`config.mk`:
```
export PLATFORM = sky130hd
export DESIGN_NAME = memory_game_core
export DESIGN_NICKNAME = d
export VERILOG_FILES = /design/src/rtl/memory_game_core_pkg.sv /design/src/rtl/memory_game_core_btn_edge_detect.sv /design/src/rtl/memory_game_core.sv
export SDC_FILE = /design/constraint.sdc
export NUM_CORES = 1
export LEC_CHECK = 0
export CORE_ASPECT_RATIO = 1.4
export CORE_MARGIN = 2
export CORE_UTILIZATION = 45
export DETAILED_ROUTE_END_ITERATION = 10
export GPL_TIMING_DRIVEN = 0
export MAX_ROUTING_LAYER = met4
export PLACE_DENSITY = 0.66
export SYNTH_ARGS = -nofsm -noshare
export SYNTH_HDL_FRONTEND = slang
export SYNTH_HIERARCHICAL = 1
export SYNTH_SLANG_ARGS = --single-unit
```
`constraint.sdc`:
```
create_clock -name clk -period 3.6 [get_ports clk]
set_input_delay 0.36 -clock clk [delete_from_list [all_inputs] [get_ports clk]]
set_output_delay 0.36 -clock clk [all_outputs]
set_load 0.1 [all_outputs]
```
`src/rtl/memory_game_core_pkg.sv`:
```
// Shared types and defaults for the card-flip memory game core.
// State encodings are fixed because the renderer decodes them in debug builds.
package memory_game_core_pkg;

    typedef enum logic [2:0] {
        S_IDLE  = 3'd0,
        S_PICK1 = 3'd1,
        S_PICK2 = 3'd2,
        S_SHOW  = 3'd3,
        S_WON   = 3'd4
    } state_t;

    localparam int DEF_ROWS        = 4;
    localparam int DEF_COLS        = 4;
    localparam int DEF_HOLD_CYCLES = 25_000_000;

    // Bit positions inside the packed button vector.
    localparam int BTN_UP    = 0;
    localparam int BTN_DOWN  = 1;
    localparam int BTN_LEFT  = 2;
    localparam int BTN_RIGHT = 3;
    localparam int BTN_SEL   = 4;
    localparam int BTN_NUM   = 5;

endpackage

```
`src/rtl/memory_game_core_btn_edge_detect.sv`:
```
// Rising-edge detector for debounced button levels; one-cycle press output.
// prev resets to ones so a button held through reset never registers a press.
module btn_edge_detect #(
    parameter int WIDTH = 5
) (
    input  logic             clk,
    input  logic             reset,
    input  logic [WIDTH-1:0] btn,
    output logic [WIDTH-1:0] press
);

    logic [WIDTH-1:0] prev;

    always_ff @(posedge clk) begin
        if (!reset) prev <= '1;
        else        prev <= btn;
    end

    assign press = btn & ~prev;

endmodule

```
`src/rtl/memory_game_core.sv`:
```
// Memory card-flip game engine: cursor, writable deck, pick/match FSM with timed
// mismatch display, pair and move counters. All card-state outputs are registered.
module memory_game_core
    import memory_game_core_pkg::*;
#(
    parameter int ROWS        = DEF_ROWS,
    parameter int COLS        = DEF_COLS,
    parameter int VAL_W       = 3,
    parameter int HOLD_CYCLES = DEF_HOLD_CYCLES,
    parameter int MOVE_W      = 8,
    localparam int N          = ROWS * COLS,
    localparam int IDX_W      = $clog2(N),
    localparam int PAIR_W     = $clog2(N / 2 + 1)
) (
    input  logic                 clk,
    input  logic                 reset,
    input  logic                 up_btn,
    input  logic                 down_btn,
    input  logic                 left_btn,
    input  logic                 right_btn,
    input  logic                 select_btn,
    input  logic                 start,
    input  logic                 deck_we,
    input  logic [IDX_W-1:0]     deck_addr,
    input  logic [VAL_W-1:0]     deck_data,
    output logic [IDX_W-1:0]     cursor_pos,
    output logic [N*VAL_W-1:0]   card_values,
    output logic [N-1:0]         card_face_up,
    output logic [N-1:0]         card_matched,
    output logic [MOVE_W-1:0]    move_count,
    output logic [PAIR_W-1:0]    pairs_found,
    output logic                 game_won,
    output logic                 showing
);

    localparam int TMR_W = (HOLD_CYCLES > 1) ? $clog2(HOLD_CYCLES) : 1;

    logic [BTN_NUM-1:0] press;
    state_t             state_q, state_d;
    logic [IDX_W-1:0]   row_q, row_d, col_q, col_d, cursor_d;
    logic [IDX_W-1:0]   first_q, first_d, second_q, second_d;
    logic [TMR_W-1:0]   timer_q, timer_d;
    logic [N-1:0]       face_d, match_d;
    logic [MOVE_W-1:0]  moves_d;
    logic [PAIR_W-1:0]  pairs_d;
    logic [VAL_W-1:0]   cur_val, first_val;
    logic               deck_wr, sel, cursor_live;

    btn_edge_detect #(.WIDTH(BTN_NUM)) u_edge (
        .clk   (clk),
        .reset (reset),
        .btn   ({select_btn, right_btn, left_btn, down_btn, up_btn}),
        .press (press)
    );

    always_ff @(posedge clk) begin
        if (!reset) state_q <= S_IDLE;
        else        state_q <= state_d;
    end

    always_comb begin
        state_d     = state_q;
        row_d       = row_q;
        col_d       = col_q;
        first_d     = first_q;
        second_d    = second_q;
        timer_d     = timer_q;
        face_d      = card_face_up;
        match_d     = card_matched;
        moves_d     = move_count;
        pairs_d     = pairs_found;
        sel         = press[BTN_SEL];
        cur_val     = card_values[int'(cursor_pos) * VAL_W +: VAL_W];
        first_val   = card_values[int'(first_q) * VAL_W +: VAL_W];
        deck_wr     = deck_we && (state_q == S_IDLE || state_q == S_WON) &&
                      (int'(deck_addr) < N);
        cursor_live = (state_q == S_PICK1) || (state_q == S_PICK2) || (state_q == S_SHOW);

        case (state_q)
            S_PICK1: begin
                if (sel && !card_face_up[cursor_pos]) begin
                    face_d[cursor_pos] = 1'b1;
                    first_d            = cursor_pos;
                    state_d            = S_PICK2;
                end
            end
            S_PICK2: begin
                if (sel && !card_face_up[cursor_pos]) begin
                    face_d[cursor_pos] = 1'b1;
                    second_d           = cursor_pos;
                    moves_d            = (move_count == '1) ? move_count : move_count + 1'b1;
                    if (cur_val == first_val) begin
                        match_d[cursor_pos] = 1'b1;
                        match_d[first_q]    = 1'b1;
                        pairs_d             = pairs_found + 1'b1;
                        state_d             = (pairs_d == PAIR_W'(N / 2)) ? S_WON : S_PICK1;
                    end else begin
                        timer_d = TMR_W'(HOLD_CYCLES - 1);
                        state_d = S_SHOW;
                    end
                end
            end
            S_SHOW: begin
                // An early-dismiss select is consumed here and never picks a card.
                if (sel || timer_q == '0) begin
                    face_d[first_q]  = 1'b0;
                    face_d[second_q] = 1'b0;
                    state_d          = S_PICK1;
                end else begin
                    timer_d = timer_q - 1'b1;
                end
            end
            default: ;
        endcase

        // Cursor acts after select so select always sees the pre-move position.
        if (cursor_live) begin
            if (press[BTN_UP])
                row_d = (row_q == '0) ? IDX_W'(ROWS - 1) : row_q - 1'b1;
            else if (press[BTN_DOWN])
                row_d = (row_q == IDX_W'(ROWS - 1)) ? '0 : row_q + 1'b1;
            else if (press[BTN_LEFT])
                col_d = (col_q == '0) ? IDX_W'(COLS - 1) : col_q - 1'b1;
            else if (press[BTN_RIGHT])
                col_d = (col_q == IDX_W'(COLS - 1)) ? '0 : col_q + 1'b1;
        end

        if (start) begin
            state_d = S_PICK1;
            row_d   = '0;
            col_d   = '0;
            timer_d = '0;
            face_d  = '0;
            match_d = '0;
            moves_d = '0;
            pairs_d = '0;
        end

        cursor_d = IDX_W'(int'(row_d) * COLS + int'(col_d));
    end

    always_ff @(posedge clk) begin
        if (!reset) begin
            row_q        <= '0;
            col_q        <= '0;
            cursor_pos   <= '0;
            first_q      <= '0;
            second_q     <= '0;
            timer_q      <= '0;
            card_face_up <= '0;
            card_matched <= '0;
            move_count   <= '0;
            pairs_found  <= '0;
            game_won     <= 1'b0;
            showing      <= 1'b0;
            for (int i = 0; i < N; i++)
                card_values[i * VAL_W +: VAL_W] <= VAL_W'(i % (N / 2));
        end else begin
            row_q        <= row_d;
            col_q        <= col_d;
            cursor_pos   <= cursor_d;
            first_q      <= first_d;
            second_q     <= second_d;
            timer_q      <= timer_d;
            card_face_up <= face_d;
            card_matched <= match_d;
            move_count   <= moves_d;
            pairs_found  <= pairs_d;
            game_won     <= (state_d == S_WON);
            showing      <= (state_d == S_SHOW);
            if (deck_wr)
                card_values[int'(deck_addr) * VAL_W +: VAL_W] <= deck_data;
        end
    end

endmodule

```
# After elaboration in Yosys (flattened, before gate mapping)
# Cells that the tools add are included.
[word_totals]
ff_bits = 147
input_bits = 16
out_inout_bits = 98
wordCells = 125
[op_classes]
n_addsub = 9
mul = 3
n_lt_le_gt_ge = 6
n_eq_ne = 16
n_shift = 4
n_mux = 37
bitwise = 11
n_reduce_logical = 24
[op_table]
columns = ["cell", "count"]
rows = [
  ["48-bit by 7-bit variable part select with 3-bit output", 2],
  ["25-bit two-way mux", 3],
  ["4-bit two-way mux", 14],
  ["25-bit case mux with 2 select lines", 1],
  ["48-bit bitwise mux", 1],
  ["16-bit OR", 3],
  ["3-bit by 33-bit variable shift with 48-bit output, first input constant", 1],
  ["3-bit by 33-bit variable part select with 48-bit output", 1],
  ["6-bit negation with 33-bit output", 1],
  ["16-bit AND", 2],
  ["16-bit two-way mux", 2],
  ["16-bit inverter", 2],
  ["16-bit case mux with 2 select lines", 1],
  ["25-bit logical NOT", 1],
  ["25-bit by 1-bit subtractor with 25-bit output, second input constant", 1],
  ["4-bit by 2-bit multiplier with 6-bit output, second input constant", 3],
  ["3-bit two-way mux", 6],
  ["4-bit by 5-bit < comparator with 1-bit output, second input constant", 3],
  ["4-bit by 1-bit adder with 4-bit output, second input constant", 3],
  ["1-bit demux with 4-bit select", 3],
  ["4-bit by 1-bit greater-or-equal comparator with 1-bit output, second input constant", 3],
  ["3-bit by 2-bit equality test with 1-bit output, second input constant", 3],
  ["3-bit case mux with 3 select lines", 1],
  ["3-bit AND reduction", 3],
  ["25 further kinds", 46],
]

# Longest topological paths before layout
# Gate-level depths: netlist (run 1).
[logic_depth]
word_depth = 9
ltp_mapped = 14
depth_no_buf = 11

# Cells and area by module
# The synthesis (run 1) kept the hierarchy.
[by_module_without_submodules]
columns = ["module", "n_inst", "cells_per_inst", "area_per_inst_um2", "seq_area_each_um2"]
rows = [
  ["memory_game_core", 1, 856, 7458.4, 2802.7],
  ["btn_edge_detect", 1, 15, 162.7, 100.1],
]

# Worst setup path after synthesis (run 1)
# OpenSTA, ideal clock, no wires.
[synth_path]
path_type = "register -> register"
start = "register card_face_up[7]"
end = "register game_won"
setup_time_ns = 0.088
t_arrival_ns = 2.803
t_required_ns = 3.512
path_slack_ns = 0.709
path_stages_with_launch = 9
path_buffers = 1
period_less_slack_ns = 2.891
cell_sequence = "dfxtp_1 mux2i_1 mux4_2 a21o_1 buf_4 and2b_1 a221oi_1 a311oi_4 nor4_2"
[synth_via]
elab_chain_cells = 8
word_cells_on_any_way = 9
cone_classes = "eq/ne: 1; mux: 6; reduce/logical: 2"
[synth_rtl]
columns = ["item", "line_no", "text"]
rows = [
  ["start: declaration", "memory_game_core.sv:28", "output logic [N-1:0] card_face_up,"],
  ["start signal: assignment", "memory_game_core.sv:150", "card_face_up <= '0;"],
  ["start signal: assignment", "memory_game_core.sv:165", "card_face_up <= face_d;"],
  ["1-bit binary-select mux with 4-bit select (*)", "memory_game_core.sv:81, memory_game_core.sv:88", ""],
  ["1-bit two-way mux (not written as such) (*)", "memory_game_core.sv:81, memory_game_core.sv:88", ""],
  ["1-bit logical NOT (*)", "memory_game_core.sv:81, memory_game_core.sv:88", ""],
  ["1-bit logical AND (*)", "memory_game_core.sv:81, memory_game_core.sv:88", ""],
  ["3-bit two-way mux (on tied branches)", "memory_game_core.sv:88, memory_game_core.sv:81", ""],
  ["3-bit case mux with 3 select lines (*)", "memory_game_core.sv:79", "case (state_q)"],
  ["3-bit two-way mux (*)", "memory_game_core.sv:128", "if (start) begin"],
  ["3-bit equality test (*)", "memory_game_core.sv:169", "game_won <= (state_d == S_WON);"],
  ["end signal: assignment", "memory_game_core.sv:169", ""],
  ["end: declaration", "memory_game_core.sv:32", "output logic game_won,"],
]
# Mark *: on every way between the ends. The rest lies on a longest branch, timed or not. The select of a mux whose other input is x is not followed.
# A chain may end at the register's enable or synchronous reset.

# Worst setup path in the final report (run 1)
[layout_path]
start = "register cursor_pos[0]"
end = "register showing"
[layout_via]
elab_chain_cells = 8
word_cells_on_any_way = 13
cone_classes = "mul: 1; eq/ne: 2; shift: 1; mux: 7; reduce/logical: 2"
[layout_rtl]
columns = ["item", "line_no", "text"]
rows = [
  ["start: declaration", "memory_game_core.sv:26", "output logic [IDX_W-1:0] cursor_pos,"],
  ["start signal: assignment", "memory_game_core.sv:161", "cursor_pos <= cursor_d;"],
  ["4-bit by 2-bit multiplier with 6-bit output / 1-bit binary-select mux with 4-bit select (equally long branches)", "memory_game_core.sv:73, memory_game_core.sv:81, memory_game_core.sv:88", ""],
  ["48-bit by 7-bit variable part select with 3-bit output / 1-bit two-way mux (equally long branches)", "memory_game_core.sv:73, memory_game_core.sv:81, memory_game_core.sv:88", ""],
  ["3-bit equality test / 1-bit logical NOT (equally long branches)", "memory_game_core.sv:92, memory_game_core.sv:81, memory_game_core.sv:88", ""],
  ["3-bit two-way mux / 1-bit logical AND (equally long branches)", "memory_game_core.sv:92, memory_game_core.sv:81, memory_game_core.sv:88", ""],
  ["3-bit two-way mux (on tied branches)", "memory_game_core.sv:88, memory_game_core.sv:81", ""],
  ["3-bit case mux with 3 select lines (*)", "memory_game_core.sv:79", ""],
  ["3-bit two-way mux (*)", "memory_game_core.sv:128", ""],
  ["3-bit by 2-bit equality test with 1-bit output (*)", "memory_game_core.sv:170", "showing <= (state_d == S_SHOW);"],
  ["end signal: assignment", "memory_game_core.sv:170", ""],
  ["end: declaration", "memory_game_core.sv:33", "output logic showing"],
]
# Marks and branches as above.

==> load_flow_metrics.sql, run 1 <==
INSERT INTO impl_metrics (metric_group, metric, value, unit) VALUES
('grt', 'grt_pass1_wl', '37000', 'microns'),
('sta', 'setup_repair_after_global_routing_missed_its_margin', 'false', ''),
('setup_path', 'worst_r2r_startpoint', 'cursor_pos[0]', ''),
('grt', 'grt_max_degree', '17', ''),
('sta', 'post-route-min-period', '3.41', 'ns'),
('setup_path', 'crit_path_max_fanout', '10', ''),
('placed_design', 'placed_cell_area', '0.00900', 'sq mm'),
('logic_synthesis', 'synth_cells', '871', ''),
('setup_path', 'worst_path_max_delay_cell', 'sky130_fd_sc_hd__dfxtp_1', ''),
('logic_synthesis', 'synth-edff-count', '0', ''),
('pwr', 'vdd_ir_drop_max', '0.000279', 'V'),
('sta', 'timing.final.hold_violations', '0', ''),
('sta', 'finalSetupTns', '0', 'ns'),
('drt', 'finalWirelength', '24300', 'microns'),
('logic_synthesis', 'synth_top_family_by_area', 'simple AND/OR/NAND/NOR gates', ''),
('setup_path', 'critical_path_required', '3.96', 'ns'),
('clock_network', 'ctsHoldBuffers', '0', ''),
('clock_network', 'cts_made_buffers', '17', ''),
('setup_path', 'worst_path_dominant_cell_family', 'simple AND/OR/NAND/NOR gates', ''),
('clock_network', 'cts_num_sinks', '145', ''),
('setup_path', 'arrival', '3.76', 'ns'),
('grt', 'grtUsageTotal', '27.6', '%'),
('logic_synthesis', 'ys_types', '60', ''),
('setup_path', 'timing.critical_path.from_type', 'register', ''),
('setup_path', 'r2r_setup_slack', '0.19', 'ns'),
('placed_design', 'portBuffers', '112', ''),
('setup_path', 'worst_r2r_path_depth', '9', ''),
('floorplan', 'number_of_cell_rows', '56', ''),
('clock_network', 'clock_path_buffers', '2', ''),
('clock_network', 'postCtsResizedCells', '0', ''),
('logic_synthesis', 'muxShareOfSynthArea', '11.5', '%'),
('drt', 'wl_per_cell', '20.0', 'microns'),
('cells_and_area', 'area_delta_synth_final', '26.1', '%'),
('setup_path', 'critical_path.max_stage_delay', '0.61', 'ns'),
('logic_synthesis', 'synth_adder_area_share', '2.79', '%'),
('floorplan', 'fp.dieW', '114', 'microns'),
('cells_and_area', 'finalNetCount', '1035', ''),
('setup_path', 'timing.critical_path.depth', '9', ''),
('outcome', 'run_status', 'completed', ''),
('flow_run', 'drv.max_cap_violation_count', '0', ''),
('logic_synthesis', 'synth_simple_gate_area_share', '21.7', '%'),
('floorplan', 'floorplan.die.height', '158', 'microns'),
('pwr', 'power.leakage', '3.65', 'nW'),
('logic_synthesis', 'yosys.area.top_type_share', '38.1', '%'),
('cells_and_area', 'num_antenna_cells', '0', ''),
('floorplan', 'dieArea', '0.0180', 'sq mm'),
('sta', 'slew_viol_final', '0', ''),
('placed_design', 'gpl.final_weighted_congestion', '0.957', ''),
('logic_synthesis', 'synth_sequential_area_ratio', '38.1', '%'),
('cells_and_area', 'nFillCells', '1547', ''),
('min_path', 'hold_path_depth', '2', ''),
('sta', 'finClkSkew', '0.00899', 'ns'),
('logic_synthesis', 'yosys.area.top_type', 'sky130_fd_sc_hd__dfxtp_1', ''),
('setup_path', 'crit_startpoint', 'cursor_pos[0]', ''),
('floorplan', 'num_io_pins', '114', ''),
('sta', 'fmax', '293', 'MHz'),
('drt', 'via_count', '7170', ''),
('logic_synthesis', 'number_of_warnings_issued_by_yosys', '6', ''),
('clock_network', 'cts-root-buf', 'sky130_fd_sc_hd__clkbuf_16', ''),
('logic_synthesis', 'syn_nets', '904', ''),
('logic_synthesis', 'synth-main-ff-cell', 'sky130_fd_sc_hd__dfxtp_1', ''),
('drt', 'remaining_drc_errors', '0', ''),
('logic_synthesis', 'synth.area.top_cells', 'sky130_fd_sc_hd__dfxtp_1 38%, sky130_fd_sc_hd__mux4_2 5.9%, sky130_fd_sc_hd__nand2_1 5.7%, sky130_fd_sc_hd__nor2_1 4.8%, sky130_fd_sc_hd__a21oi_1 4.1%', ''),
('clock_network', 'clkLatencyLatePin', '0.42', 'ns'),
('setup_path', 'crit_path_end', 'showing', ''),
('drt', 'antenna_violating_nets_post_route', '0', ''),
('cells_and_area', 'ff_latch_area', '0.00290', 'sq mm'),
('clock_network', 'clock_transition_at_the_registers_of_the_reported_paths', '0.06', 'ns'),
('pwr', 'p_per_area', '390', 'mW/mm^2'),
('sta', 'tightestPinTransition', '0.986', 'ns'),
('clock_network', 'cts_max_level', '4', '');
## cell type report
cell class / count / area share, %
Multi-Input combinational cell: 657 / 45.5
Sequential cell: 145 / 30.2
Timing Repair Buffer: 112 / 11.7
Clock buffer: 20 / 4.75
Buffer: 56 / 3.12
Tap cell: 203 / 2.64
Clock inverter: 12 / 1.65
Inverter: 13 / 0.508
## placed cells by master, fill, tap and decap left out, types with 5 or more instances in the layout
cell and n:
sky130_fd_sc_hd__xor2_1 14, sky130_fd_sc_hd__a31oi_1 13, sky130_fd_sc_hd__mux2i_1 23, sky130_fd_sc_hd__xnor2_1 24, sky130_fd_sc_hd__and3_1 6, sky130_fd_sc_hd__or2_2 7, sky130_fd_sc_hd__and2_1 8, sky130_fd_sc_hd__clkbuf_16 17
sky130_fd_sc_hd__nand2_1 115, sky130_fd_sc_hd__o311ai_0 10, sky130_fd_sc_hd__dfxtp_1 145, sky130_fd_sc_hd__ha_1 17, sky130_fd_sc_hd__nor3_1 19, sky130_fd_sc_hd__clkdlybuf4s50_1 112, sky130_fd_sc_hd__mux4_2 20, sky130_fd_sc_hd__o21ai_0 20
sky130_fd_sc_hd__a21oi_1 63, sky130_fd_sc_hd__clkbuf_1 29, sky130_fd_sc_hd__nand3_1 30, sky130_fd_sc_hd__nand4_1 6, sky130_fd_sc_hd__nand2b_1 20, sky130_fd_sc_hd__a211oi_1 21, sky130_fd_sc_hd__o22ai_1 17, sky130_fd_sc_hd__inv_1 12
sky130_fd_sc_hd__clkinv_4 5, sky130_fd_sc_hd__a22oi_1 13, sky130_fd_sc_hd__o211ai_1 14, sky130_fd_sc_hd__nor2_1 98, sky130_fd_sc_hd__or3_1 7, sky130_fd_sc_hd__nor4_1 9, sky130_fd_sc_hd__mux4_1 7, sky130_fd_sc_hd__buf_4 13
sky130_fd_sc_hd__o31ai_1 6, sky130_fd_sc_hd__nor2b_1 15, sky130_fd_sc_hd__buf_2 11
## synthesized netlist by cell type, drive strengths merged, types with 2 or more instances
library cell and instances:
a211oi 21, a21oi 63, a22oi 13, a31oi 13
a32oi 2, and2 8, and3 6, buf 27
clkbuf 28, dfxtp 145, ha 17, inv 13
mux2i 23, mux4 27, nand2 116, nand2b 20
nand3 30, nand3b 2, nand4 6, nor2 98
nor2b 15, nor3 21, nor4 10, o211a 3
o211ai 14, o21a 2, o21ai 20, o21bai 2
o22ai 17, o311a 2, o311ai 10, o31ai 6
or2 7, or3 7, or4 4, xnor2 24
xor2 14
## power breakdown
part | leakage, nW | switching (mW) | internal, mW
Clock | 0.296 | 0.710 | 1.13
Combinational | 2.19 | 0.202 | 0.0786
Sequential | 1.17 | 0.0134 | 1.62
## state kept, by name (all words and copies together), names as in the netlist, 5 cells and up
register and count:
card_face_up 16, card_matched 16, card_values 48, move_count 8
timer_q 25, u_edge/prev 5
## cell families (layout without fill, tap and decap cells)
group                    Yosys count  in the layout
flip-flops                       145            145
adder cells (fa/ha/maj)           17             17
AND/OR/NAND/NOR                  354            354
multiplexers                      51             51
XOR/XNOR                          38             38
AO/OA/AOI/OAI                    197            197
buffers and inverters             69            213
## stage by stage
stage | cells | setup WS, ns | hold WS, ns | power [mW]
after floorplan | 871 | 0.709 | 0.433 | 1.85
after global placement | 1186 | 0.204 | 0.458 | 1.94
after detailed placement | 1186 | 0.218 | 0.464 | 1.94
after CTS | 1218 | 0.154 | 0.205 | 3.75
after global routing | 1218 | 0.0333 | 0.215 | 3.84
final | 1218 | 0.190 | 0.213 | 3.75
## worst min-delay path by stage
stage                startpoint          endpoint  slack (ns)
3_3_place_gp   card_matched[10]  card_matched[10]        0.46
2_1_floorplan             reset    u_edge/prev[0]        0.43
5_1_grt                   start          row_q[0]        0.21
4_1_cts                   start          row_q[0]        0.20
3_5_place_dp    card_matched[6]   card_matched[6]        0.46
6_report                  start          row_q[0]        0.21
## per-layer routing
layer,part of all wire [%],track usage (%)
met1,39,29.2
met2,53,50.2
met3,4.8,4.44
met4,3.9,12.8
met5,0,-
No activity file was read; power rests on OpenSTA's default activity.
==> inputs of run 2 (changes only) <==
- PLACE_DENSITY: 0.66 -> unset
- PLACE_DENSITY_LB_ADDON: unset -> 0.1
- TNS_END_PERCENT: unset -> 10
==> run 2 against run 1 <==
Against the previous run:
- maximum frequency hardly changed
- sequential power hardly changed
- utilization is 0.26 points lower
- routed wire length is 0.13% higher
- clock skew hardly changed
- critical path type unchanged
- largest cell class unchanged
- largest power group unchanged
- highest routed layer unchanged
==> load_flow_metrics.sql, run 2 (same netlist as run 1, synthesis figures left out) <==
INSERT INTO impl_metrics (metric_group, metric, value, unit) VALUES
('outcome', 'run_status', 'completed', ''),
('cells_and_area', 'drive_gt1_share', '9.16', '%'),
('floorplan', 'starting_utilization_of_the_core_area', '45.7', '%'),
('pwr', 'p_per_area', '378', 'mW/mm^2'),
('setup_path', 'timing.critical_path.from_type', 'register', ''),
('grt', 'grtUsageTotal', '28.2', '%'),
('drt', 'firstDrtPassIters', '5', ''),
('drt', 'antenna_violating_nets_post_route', '0', ''),
('sta', 'fin_crit_sh', '94.7', '%'),
('pwr', 'design_power_total', '3.62', 'mW'),
('placed_design', 'dpl_worst_slack', '0.209', 'ns'),
('cells_and_area', 'layout.cells.most_common', 'sky130_fd_sc_hd__dfxtp_1', ''),
('floorplan', 'num_io_pins', '114', ''),
('clock_network', 'cts_max_level', '4', ''),
('floorplan', 'core_area', '0.0167', 'sq mm'),
('drt', 'wl_per_cell', '20.0', 'microns'),
('placed_design', 'dp.cells', '1186', ''),
('floorplan', 'floorplan.die.height', '158', 'microns'),
('grt', 'grt_pass1_vias', '6952', ''),
('clock_network', 'clkLatencyLatePin', '0.43', 'ns'),
('sta', 'setup-violations-final', '0', ''),
('cells_and_area', 'final_cell_mix', '145 x sky130_fd_sc_hd__dfxtp_1, 115 x sky130_fd_sc_hd__nand2_1, 112 x sky130_fd_sc_hd__clkdlybuf4s50_1', ''),
('cells_and_area', 'finish.utilization', '57.4', '%'),
('pwr', 'vdd_ir_drop_max', '0.000330', 'V'),
('grt', 'grt_pass1_wl', '37500', 'microns'),
('sta', 'tightestPinTransition', '0.989', 'ns'),
('cells_and_area', 'area_delta_synth_final', '25.5', '%'),
('setup_path', 'crit_path_max_fanout', '10', ''),
('floorplan', 'number_of_cell_rows', '56', ''),
('min_path', 'timing.hold.worst.class', 'primary input to register', ''),
('cells_and_area', 'regMostFlops', 'card_values', ''),
('clock_network', 'postCtsResizedCells', '0', ''),
('clock_network', 'cts_tree', 'yes', ''),
('clock_network', 'ctsHoldBuffers', '0', ''),
('sta', 'hold_ws', '0.207', 'ns'),
('sta', 'post-route-min-period', '3.41', 'ns'),
('setup_path', 'path_class', 'register to register', ''),
('clock_network', 'clock_path_buffers', '2', ''),
('sta', 'finalSetupTns', '0', 'ns'),
('cells_and_area', 'final_area', '0.00957', 'sq mm'),
('grt', 'antenna_found_initial', '0', ''),
('cells_and_area', 'final-instance-count-excl-fill', '1218', ''),
('drt', 'via_count', '7176', ''),
('drt', 'finalWirelength', '24300', 'microns'),
('cells_and_area', 'multi_input_comb_area', '0.00437', 'sq mm'),
('sta', 'slew_headroom', '33.9', '%'),
('placed_design', 'dp_hpwl', '18400', 'microns'),
('placed_design', 'gpl.final_weighted_congestion', '0.963', ''),
('clock_network', 'cts_setup_buffers', '0', ''),
('sta', 'setup_ws', '0.190', 'ns'),
('sta', 'slew_viol_final', '0', ''),
('clock_network', 'cts-root-buf', 'sky130_fd_sc_hd__clkbuf_16', ''),
('setup_path', 'arrival', '3.77', 'ns'),
('clock_network', 'clock_transition_at_the_registers_of_the_reported_paths', '0.06', 'ns'),
('pwr', 'power.leakage', '3.62', 'nW'),
('drt', 'remaining_drc_errors', '0', ''),
('placed_design', 'portBuffers', '112', ''),
('setup_path', 'critical_path.endpoint_type', 'register', ''),
('sta', 'fmax', '293', 'MHz'),
('cells_and_area', 'biggestRegsByFlops', 'card_values: 48 flops, timer_q: 25 flops', ''),
('floorplan', 'fp.dieW', '114', 'microns'),
('cells_and_area', 'finalNetCount', '1035', ''),
('drt', 'avgViaCountPerCell', '5.89', ''),
('sta', 'finClkSkew', '0.00937', 'ns'),
('cells_and_area', 'num_antenna_cells', '0', ''),
('drt', 'first_iter_violations', '494', ''),
('grt', 'grt_max_degree', '17', ''),
('flow_run', 'drv.max_cap_violation_count', '0', ''),
('setup_path', 'critical_path_required', '3.96', 'ns'),
('clock_network', 'cts_num_sinks', '145', ''),
('clock_network', 'cts_made_buffers', '17', ''),
('cells_and_area', 'nFillCells', '1568', ''),
('floorplan', 'dieArea', '0.0180', 'sq mm'),
('grt', 'global_route.overflow_total', '0', ''),
('sta', 'timing.final.hold_violations', '0', ''),
('cells_and_area', 'largest_register_ff_count', '48', ''),
('placed_design', 'placed_cell_area', '0.00900', 'sq mm'),
('setup_path', 'worst_r2r_path_depth', '9', ''),
('sta', 'setup_repair_after_global_routing_missed_its_margin', 'false', ''),
('cells_and_area', 'ff_latch_area', '0.00290', 'sq mm'),
('min_path', 'hold_path_depth', '2', '');
==> run 2: cell types whose count changed in the layout (fill, tap and decap cells not counted), sizes merged <==
cell / previous run / this run
clkbuf: 48 / 46
clkinvlp: 2 / 6
bufinv: 3 / 1
clkinv: 7 / 4
inv: 13 / 16
==> run 2: worst paths after layout <==
kind                            slack, ns               to       startpoint
worst max register to register       0.19          showing    cursor_pos[0]
worst min register to register       0.47  card_matched[5]  card_matched[5]
worst max-delay path                 0.19          showing    cursor_pos[0]
worst min-delay path                 0.21         row_q[0]            start
==> run 2: metal layers <==
layer / part of all wire, % / vias up / track usage [%]
met1: 37 / 3429 / 28.9
met5: 0 / - / -
met3: 4.8 / 69 / 4.17
met2: 53 / 253 / 51.2
met4: 5.1 / 0 / 16.0
li1: - / 3425 / -
==> run 2: critical path, stage by stage, from the launching register on <==
cell and delay (ns):
sky130_fd_sc_hd__dfxtp_1 0.61, sky130_fd_sc_hd__buf_6 0.25, sky130_fd_sc_hd__mux4_1 0.57, sky130_fd_sc_hd__a22oi_1 0.29, sky130_fd_sc_hd__nand2_1 0.10, sky130_fd_sc_hd__xor2_1 0.42
sky130_fd_sc_hd__nor3_4 0.10, sky130_fd_sc_hd__buf_6 0.18, sky130_fd_sc_hd__nor2_1 0.53, sky130_fd_sc_hd__o2111a_1 0.27
==> run 2: report_power, final <==
| part | total, mW | internal [mW] | leakage, nW | switching [mW] |
|---|---|---|---|---|
| clock | 1.71 | 0.975 | 0.262 | 0.734 |
| sequential | 1.63 | 1.62 | 1.17 | 0.0127 |
| combinational | 0.279 | 0.0787 | 2.19 | 0.200 |
==> run 2: cell type report <==
cell class                      instances  share of cell area, %
Buffer                                 56                   3.14
Clock buffer                           18                   4.59
Clock inverter                         14                   1.39
Inverter                               13                  0.510
Multi-Input combinational cell        657                   45.7
Sequential cell                       145                   30.3
Tap cell                              203                   2.65
Timing Repair Buffer                  112                   11.7
